File: config.mk
export PLATFORM = sky130hd
export DESIGN_NAME = sim_run_ctrl
export DESIGN_NICKNAME = d
export VERILOG_FILES = /design/src/rtl/sim_run_ctrl.sv
export SDC_FILE = /design/constraint.sdc
export NUM_CORES = 1
export LEC_CHECK = 0
export CAP_MARGIN = 30
export CELL_PAD_IN_SITES_DETAIL_PLACEMENT = 1
export CELL_PAD_IN_SITES_GLOBAL_PLACEMENT = 2
export CORE_ASPECT_RATIO = 0.8
export CORE_MARGIN = 8
export CORE_UTILIZATION = 27
export DETAILED_ROUTE_END_ITERATION = 8
export GPL_ROUTABILITY_DRIVEN = 0
export PLACE_DENSITY_LB_ADDON = 0.2
export SETUP_SLACK_MARGIN = 0.5
export SYNTH_ARGS = -nofsm -noshare
export SYNTH_HDL_FRONTEND = slang
export SYNTH_SLANG_ARGS = --single-unit
File: constraint.sdc
create_clock -name clock -period 2.3 [get_ports clock]
set_clock_uncertainty 0.2 [all_clocks]
set_input_delay 0.46 -clock clock [delete_from_list [all_inputs] [get_ports clock]]
set_output_delay 0.46 -clock clock [all_outputs]
set_load 0.02 [all_outputs]
File: src/rtl/sim_run_ctrl.sv
// sim_run_ctrl: sequences one simulation run of a core under test.
// The core is held in reset, released for a bounded run, and the cause
// of the run ending (halt, timeout, or stall) is recorded.
// Ports:
//   clock, reset         : clock and synchronous active-high reset
//   start                : one-cycle request to begin a run (IDLE/DONE only)
//   halt                 : core retired a halt instruction (RUN only)
//   pc_valid, pc         : retiring program counter (RUN only)
//   core_reset           : reset to the core, low only while running
//   running, done        : high exactly in RUN / DONE
//   status               : end cause 00 none, 01 halt, 10 timeout, 11 stall
//   cycle_count          : RUN cycles elapsed (saturating)
//   retire_count         : pc_valid cycles seen in RUN (saturating)
module sim_run_ctrl #(
    parameter int unsigned RESET_CYCLES = 4,
    parameter int unsigned MAX_CYCLES   = 3000,
    parameter int unsigned STALL_LIMIT  = 64,
    parameter int unsigned PC_WIDTH     = 32,
    parameter int unsigned CNT_WIDTH    = 32
) (
    input  logic                 clock,
    input  logic                 reset,
    input  logic                 start,
    input  logic                 halt,
    input  logic                 pc_valid,
    input  logic [PC_WIDTH-1:0]  pc,
    output logic                 core_reset,
    output logic                 running,
    output logic                 done,
    output logic [1:0]           status,
    output logic [CNT_WIDTH-1:0] cycle_count,
    output logic [CNT_WIDTH-1:0] retire_count
);

    localparam int unsigned HOLD_W  = (RESET_CYCLES > 1) ? $clog2(RESET_CYCLES) : 1;
    localparam int unsigned STALL_W = (STALL_LIMIT > 1) ? $clog2(STALL_LIMIT) : 1;

    localparam logic [HOLD_W-1:0]    HOLD_LAST  = HOLD_W'(RESET_CYCLES - 1);
    localparam logic [STALL_W-1:0]   STALL_LAST = STALL_W'(STALL_LIMIT - 1);
    localparam logic [CNT_WIDTH-1:0] CYCLE_LAST = CNT_WIDTH'(MAX_CYCLES - 1);
    localparam logic [CNT_WIDTH-1:0] CNT_MAX    = '1;

    localparam logic [1:0] ST_NONE    = 2'b00;
    localparam logic [1:0] ST_HALT    = 2'b01;
    localparam logic [1:0] ST_TIMEOUT = 2'b10;
    localparam logic [1:0] ST_STALL   = 2'b11;

    typedef enum logic [1:0] {
        IDLE       = 2'd0,
        RESET_HOLD = 2'd1,
        RUN        = 2'd2,
        DONE       = 2'd3
    } state_t;

    state_t                state;
    logic [HOLD_W-1:0]     hold_cnt;
    logic [STALL_W-1:0]    stall_cnt;
    logic [PC_WIDTH-1:0]   last_pc;
    logic                  last_pc_valid;

    logic                  progress_c;
    logic                  exit_c;
    logic [1:0]            cause_c;
    logic [CNT_WIDTH-1:0]  cycle_next_c;
    logic [CNT_WIDTH-1:0]  retire_next_c;

    // RUN-cycle evaluation: progress, saturating increments, exit priority
    always_comb begin
        progress_c    = 1'b0;
        exit_c        = 1'b0;
        cause_c       = ST_NONE;
        cycle_next_c  = cycle_count;
        retire_next_c = retire_count;

        progress_c = pc_valid && (!last_pc_valid || (pc != last_pc));

        if (cycle_count != CNT_MAX) begin
            cycle_next_c = cycle_count + CNT_WIDTH'(1);
        end
        if (pc_valid && (retire_count != CNT_MAX)) begin
            retire_next_c = retire_count + CNT_WIDTH'(1);
        end

        if (halt) begin
            exit_c  = 1'b1;
            cause_c = ST_HALT;
        end else if (cycle_count == CYCLE_LAST) begin
            exit_c  = 1'b1;
            cause_c = ST_TIMEOUT;
        end else if ((stall_cnt == STALL_LAST) && !progress_c) begin
            exit_c  = 1'b1;
            cause_c = ST_STALL;
        end
    end

    // Run sequencer with registered outputs
    always_ff @(posedge clock) begin
        if (reset) begin
            state         <= IDLE;
            hold_cnt      <= '0;
            stall_cnt     <= '0;
            last_pc       <= '0;
            last_pc_valid <= 1'b0;
            core_reset    <= 1'b1;
            running       <= 1'b0;
            done          <= 1'b0;
            status        <= ST_NONE;
            cycle_count   <= '0;
            retire_count  <= '0;
        end else begin
            case (state)
                IDLE, DONE: begin
                    // A new run clears the previous result on the start edge
                    if (start) begin
                        state        <= RESET_HOLD;
                        hold_cnt     <= '0;
                        done         <= 1'b0;
                        status       <= ST_NONE;
                        cycle_count  <= '0;
                        retire_count <= '0;
                    end
                end

                RESET_HOLD: begin
                    if (hold_cnt == HOLD_LAST) begin
                        state         <= RUN;
                        running       <= 1'b1;
                        core_reset    <= 1'b0;
                        stall_cnt     <= '0;
                        last_pc_valid <= 1'b0;
                    end else begin
                        hold_cnt <= hold_cnt + HOLD_W'(1);
                    end
                end

                RUN: begin
                    // The exiting cycle is still counted
                    cycle_count  <= cycle_next_c;
                    retire_count <= retire_next_c;
                    if (pc_valid) begin
                        last_pc       <= pc;
                        last_pc_valid <= 1'b1;
                    end
                    if (progress_c) begin
                        stall_cnt <= '0;
                    end else begin
                        stall_cnt <= stall_cnt + STALL_W'(1);
                    end
                    if (exit_c) begin
                        state      <= DONE;
                        running    <= 1'b0;
                        done       <= 1'b1;
                        core_reset <= 1'b1;
                        status     <= cause_c;
                    end
                end

                default: begin
                    state <= IDLE;
                end
            endcase
        end
    end

endmodule

# --- Yosys cells after proc, flatten, opt, wreduce, memory -nomap -nowiden ---
# Cells that the tools add are included.
word_totals:
  ff_bits: 112
  output_inout_bits: 69
classes:
  add_sub_neg: 4
  eq_ne: 16
  muxes: 33
  reduce_logical: 20
ops:
  columns: ["cell", "count"]
  rows:
  - ["32-bit case mux with 2 select lines", 2]
  - ["32-bit 2-to-1 mux", 3]
  - ["32-bit by 1-bit adder with 32-bit output, second input constant", 2]
  - ["32-bit inequality test, second input constant", 2]
  - ["32-bit by 12-bit == test with 1-bit output, second input constant", 1]
  - ["32-bit inequality test", 1]
  - ["3-bit AND reduction", 7]
  - ["2-bit 2-to-1 mux", 9]
  - ["2-bit inequality test, second input constant", 7]
  - ["6-bit 2-to-1 mux", 2]
  - ["6-bit case mux with 2 select lines", 1]
  - ["1-bit 2-to-1 mux", 9]
  - ["1-bit case mux with 2 select lines", 4]
  - ["2-bit case mux with 2 select lines", 2]
  - ["6-bit by 1-bit adder with 6-bit output, second input constant", 1]
  - ["2-bit == test, second input constant", 3]
  - ["6-bit == test, second input constant", 1]
  - ["2-bit case mux with 3 select lines", 1]
  - ["2-bit nonzero test", 3]
  - ["2-bit AND reduction", 2]
  - ["1-bit logical AND", 3]
  - ["2-bit by 1-bit adder with 2-bit output, second input constant", 1]
  - ["2-bit by 1-bit == test with 1-bit output, second input constant", 1]
  - ["1-bit zero test", 2]
  - ["3 further kinds", 3]

# --- Depth between registers and ports, before layout ---
depth:
  depth_word: 10
  mapped_depth: 11

# --- Least setup slack after synthesis ---
# OpenSTA, ideal clock, no wires.
synth_timing:
  path_kind: "flip-flop to flip-flop"
  from: "register state[0]"
  to: "register retire_count[26]"
  t_arrival_ns: 2.130
  t_required_ns: 1.972
  path_slack_ns: -0.157
  stages_incl_launch_ff: 10
  path_buffers: 0
  period_less_slack_ns: 2.457
  path_cell_list: "dfxtp_1 inv_1 ha_1 mux2i_1 nor2_1 nand2_1 nor4_2 nand4_1 xor2_1 nor2_1"
synth_via:
  elab_chain_cells: 4
synth_rtl:
  columns: ["item", "line_no", "text"]
  rows:
  - ["start, declared", "55", "state_t state;"]
  - ["start signal, assigned", "99", "state <= IDLE;"]
  - ["start signal, assigned", "115", "state <= RESET_HOLD;"]
  - ["start signal, assigned", "126", "state <= RUN;"]
  - ["2-bit == test or 2-bit zero test (tied branches)", "111", "case (state)"]
  - ["2-bit OR reduction", "111", null]
  - ["2-bit inequality test (no line) or 2-bit nonzero test (tied branches)", null, null]
  - ["3-bit AND reduction (no line)", null, null]
  - ["end signal, assigned", "139", "retire_count <= retire_next_c;"]
  - ["end, declared", "32", "output logic [CNT_WIDTH-1:0] retire_count"]
# Several ways; a longest one is shown, not always the timed one.
# A chain may end at the register's enable or synchronous reset.

# --- Worst setup path in the final report ---
layout_timing:
  from: "register last_pc[1]"
  to: "register state[1]"
layout_via:
  elab_chain_cells: 10
layout_rtl:
  columns: ["item", "line_no", "text"]
  rows:
  - ["start, declared", "58", "logic [PC_WIDTH-1:0] last_pc;"]
  - ["start signal, assigned", "141", "last_pc <= pc;"]
  - ["32-bit inequality test", "75", "progress_c = pc_valid && (!last_pc_valid || (pc != last_pc));"]
  - ["1-bit logical OR", "75", null]
  - ["1-bit logical AND", "75", null]
  - ["1-bit zero test", "90", "end else if ((stall_cnt == STALL_LAST) && !progress_c) begin"]
  - ["1-bit logical AND", "90", null]
  - ["1-bit 2-to-1 mux", "90", null]
  - ["1-bit 2-to-1 mux", "87", "end else if (cycle_count == CYCLE_LAST) begin"]
  - ["1-bit 2-to-1 mux", "84", "if (halt) begin"]
  - ["2-bit inequality test (no line)", null, null]
  - ["3-bit AND reduction (no line)", null, null]
# Every way passes these cells.

==> flow_summary.yaml <==
outcome:
  outcome: "finished, violations left"
  violated_checks: "setup timing"
pwr:
  share_clk_of_total_power_pct: 28.3
  p_per_area_nw_per_um2: 670
  p_leak_nw: 3.33
  seq_power_share_pct: 36.8
  worst_ir_drop_vdd_mv: 0.366
  p_int_mw: 3.90
  netSwitchingPower_mw: 1.89
  switching_share_pct: 32.6
  relative_contribution_of_combinational_cells_to_total_power_pct: 34.9
  total_power_mw: 5.79
cts:
  clock_latency_ps: 350
  number_of_buffers_created_by_cts: 9
  cts.sink_count: 112
  tritoncts: "built"
  clk_pin_slew_worst_paths_ps: 80
  cts.htree.levels: 3
  clock_tree.root_cell: "sky130_fd_sc_hd__clkbuf_16"
  clk_path_buf_depth: 2
sta:
  grt_setup_unrepaired: "yes"
  finalSetupViolations: 11
  worst_slew_pin_slew_ps: 602
  timing_limited_maximum_frequency_mhz: 386
  final_worst_slack_ps: -293
  hold_slack_ps: 246
  finalWorstPathRequiredPeriod_ps: 2590
  final-hold-violation-count: 0
  fin_crit_sh_pct: 113
  number_of_slew_limit_violations_in_the_final_report: 0
  relSlewSlack_pct: 59.8
  setup_tns_ps: -2410
cells_and_area:
  n_antenna_cell: 0
  area_growth_from_synthesis_to_layout_pct: 60.4
  drive_above_1_share_pct: 38.8
  fin_cells: 1125
  final_cell_area_um2: 8640
  finish.net_count: 900
die:
  initial_core_utilization_pct: 27.4
  design.core.area_um2: 19700
  design.portCount: 106
  floorplan.die.width_um: 174
  placement_rows: 46
  die_h_um: 142
  dieArea_um2: 24800
setup_path:
  crit_path_top_delay_cell: "sky130_fd_sc_hd__or3b_4"
  r2r-start: "last_pc[1]"
  setup.worst_path.class: "flop to flop"
  critical_path.max_fanout: 4
  timing.reg2reg.worst_path_depth: 8
  critical_path.max_stage_delay_ps: 430
  worst_ep_required_time_ps: 2380
  worstSetupStartpointType: "flop"
  critPathArrivalTime_ps: 2670
  end_kind: "flop"
  startpoint: "last_pc[1]"
  worstPathCellList: "xor2_1, nor4_2, nand4_1, o41ai_4, buf_4, a41oi_4, or3b_4, a21oi_2"
routing:
  route.detailed.vias_per_inst: 4.77
  wire_per_inst_um: 17.1
  detail_route.first_pass.iterations: 4
  vias: 5370
  route.detailed.drc: 0
  antenna_violating_nets_post_route: 0
  drt_first_iter_violations: 196
  routed_wl_mm: 19.3
hold_path:
  holdCritStartpoint: "reset"
  whs_path_depth: 2
  hold_class: "input port to flop"
logic_synthesis:
  average_cell_area_after_synthesis_um2: 8.26
  synth-seq-area-share_pct: 41.6
  syn-cell-area_um2: 5390
  netlist-cell-type-count: 48
  synthSimpleGateAreaFrac_pct: 30.9
  synth_area_leaders: "sky130_fd_sc_hd__dfxtp_1, sky130_fd_sc_hd__xor2_1, sky130_fd_sc_hd__nand2_1, sky130_fd_sc_hd__nor2_1, sky130_fd_sc_hd__a21oi_1"
  synth_compound_area_share_pct: 7.83
  synth_flop_cell: "sky130_fd_sc_hd__dfxtp_1"
  postSynthNetCount: 696
  ys_ff_latch: 112
  synth_fa_ha_area_share_pct: 1.63
  number_of_enable_flip_flop_cells_after_synthesis: 0
  post_synthesis_cell_type_with_the_largest_combined_area: "sky130_fd_sc_hd__dfxtp_1"
  synth.mux.area_fraction_pct: 0.766
  synth_top_cell_area_share_pct: 41.6
  syn-instance-count: 652
  synth_async_sr_flop_share_pct: 0
  synth_top_family_by_area: "simple AND/OR/NAND/NOR gates"
  post_synth_xor_area_fraction_pct: 14.5
  ys.warnings.count: 0
global_routing:
  grt_overflow: 0
  grt_first_pass_wirelength_mm: 30.9
  grt_start_max_net_pins: 33
  groute.usage.overall_pct: 15.4
  initial_antenna_violation_count: 0
  grt_pass1_vias: 5827
placed_design:
  count_of_input_and_output_buffers: 105
  dpl_cell_area_um2: 7420
  place.detailed.hpwl_mm: 13.1
  placed_cells: 1042
flow_run:
  cap_viol_max_count: 0
placed cells by master, fill, tap and decap left out, drive strengths merged, types with 6 or more instances in the layout:
cell / count
dfxtp: 112
dlygate4sd2: 46
nor2: 77
nand2: 103
nor3: 10
nand3: 27
and4: 8
ha: 7
nor4: 14
and2: 8
nor2b: 6
a21oi: 45
buf: 126
o21ai: 11
and3: 19
nand4: 34
xnor2: 12
xor2: 77
clkbuf: 25
clkdlybuf4s15: 29
or3: 10
clkdlybuf4s50: 6
final timing paths:
path / endpoint / slack (ps)
setup / recovery: state[1] / -290
hold / removal: hold_cnt[1] / 250
setup reg to reg: state[1] / -290
hold reg to reg: done / 250
metal layers:
layer,part of all wire (%),vias up,track usage [%]
met5,0,-,0
met4,1.1,0,3.73
met3,3.3,17,3.45
met2,49,73,26.9
met1,46,2627,19.0
li1,-,2653,-
power groups by stage:
stage | registers (mW) | clock network (mW) | logic [mW]
floorplan | 2.19 | 0 | 0.878
global placement | 2.17 | 0 | 1.45
detailed placement | 2.18 | 0 | 1.49
CTS | 2.13 | 1.70 | 1.95
global route | 2.15 | 1.76 | 2.18
finish | 2.13 | 1.64 | 2.02
cell type report:
class,instances,area (um2)
flip-flops and latches,112,2340
multi-input cells,506,3630
well taps,264,330
inverters,6,23.8
clock buffers,11,233
repair buffers,221,2020
clock inverters,5,65.1
fillers,2254,11000
Yosys cell counts (2+ instances only):
cell / n
sky130_fd_sc_hd__dfxtp_1: 112
sky130_fd_sc_hd__nand2_1: 103
sky130_fd_sc_hd__nor2_1: 77
sky130_fd_sc_hd__xor2_1: 77
sky130_fd_sc_hd__a21oi_1: 45
sky130_fd_sc_hd__nand4_1: 33
sky130_fd_sc_hd__nand3_1: 27
sky130_fd_sc_hd__clkbuf_1: 26
sky130_fd_sc_hd__and3_1: 19
sky130_fd_sc_hd__xnor2_1: 12
sky130_fd_sc_hd__nor4_1: 11
sky130_fd_sc_hd__nor3_1: 9
sky130_fd_sc_hd__and4_1: 8
sky130_fd_sc_hd__and2_1: 7
sky130_fd_sc_hd__ha_1: 7
sky130_fd_sc_hd__o21ai_0: 7
sky130_fd_sc_hd__or3_1: 7
sky130_fd_sc_hd__nor2b_1: 6
sky130_fd_sc_hd__nand4b_1: 5
sky130_fd_sc_hd__a22oi_1: 4
sky130_fd_sc_hd__buf_2: 4
sky130_fd_sc_hd__inv_1: 4
sky130_fd_sc_hd__o21ai_1: 4
sky130_fd_sc_hd__mux2i_1: 3
sky130_fd_sc_hd__nand2b_1: 3
sky130_fd_sc_hd__nor4b_1: 3
sky130_fd_sc_hd__o21a_1: 3
sky130_fd_sc_hd__or3b_1: 3
sky130_fd_sc_hd__clkinv_1: 2
sky130_fd_sc_hd__nor4_2: 2
sky130_fd_sc_hd__o21bai_1: 2
metrics by stage:
step                setup slack [ps]  util (%)
floorplan                      -55.5         -
finish                          -293      43.9
detailed placement             -1200      37.7
global placement               -1110      37.7
global route                    -411      43.9
CTS                             -310      43.4
state kept, by name, summed over array words and instances (netlist names):
register and flops:
cycle_count 32, last_pc 32, retire_count 32, stall_cnt 6, hold_cnt 2, state 2, status 2, core_reset 1
done 1, last_pc_valid 1, running 1
worst max-delay path, delay by kind of cell (launching register included):
| kind | cells | cell delay (ps) |
|---|---|---|
| DFF | 1 | 330 |
| xor gates and xnor gates | 1 | 160 |
| and+or+nand+nor | 3 | 1050 |
| buffers and inverters | 1 | 200 |
| AOI/OAI and AO/OA | 3 | 580 |
repair_timing:
item	4_1_cts	5_1_grt
pin swaps	82	41
hold buffers	0	0
gates resized for setup	258	68
gates cloned	5	0
endpoints found under the setup margin	148	116
buffers inserted	50	12
cell families after synthesis:
family,Yosys count
and+or+nand+nor,330
DFF,112
xor gates and xnor gates,89
AOI/OAI and AO/OA,73
buffers and inverters,37
adders and majority gates,7
muxes,4
No activity file was read; power rests on OpenSTA's default activity.
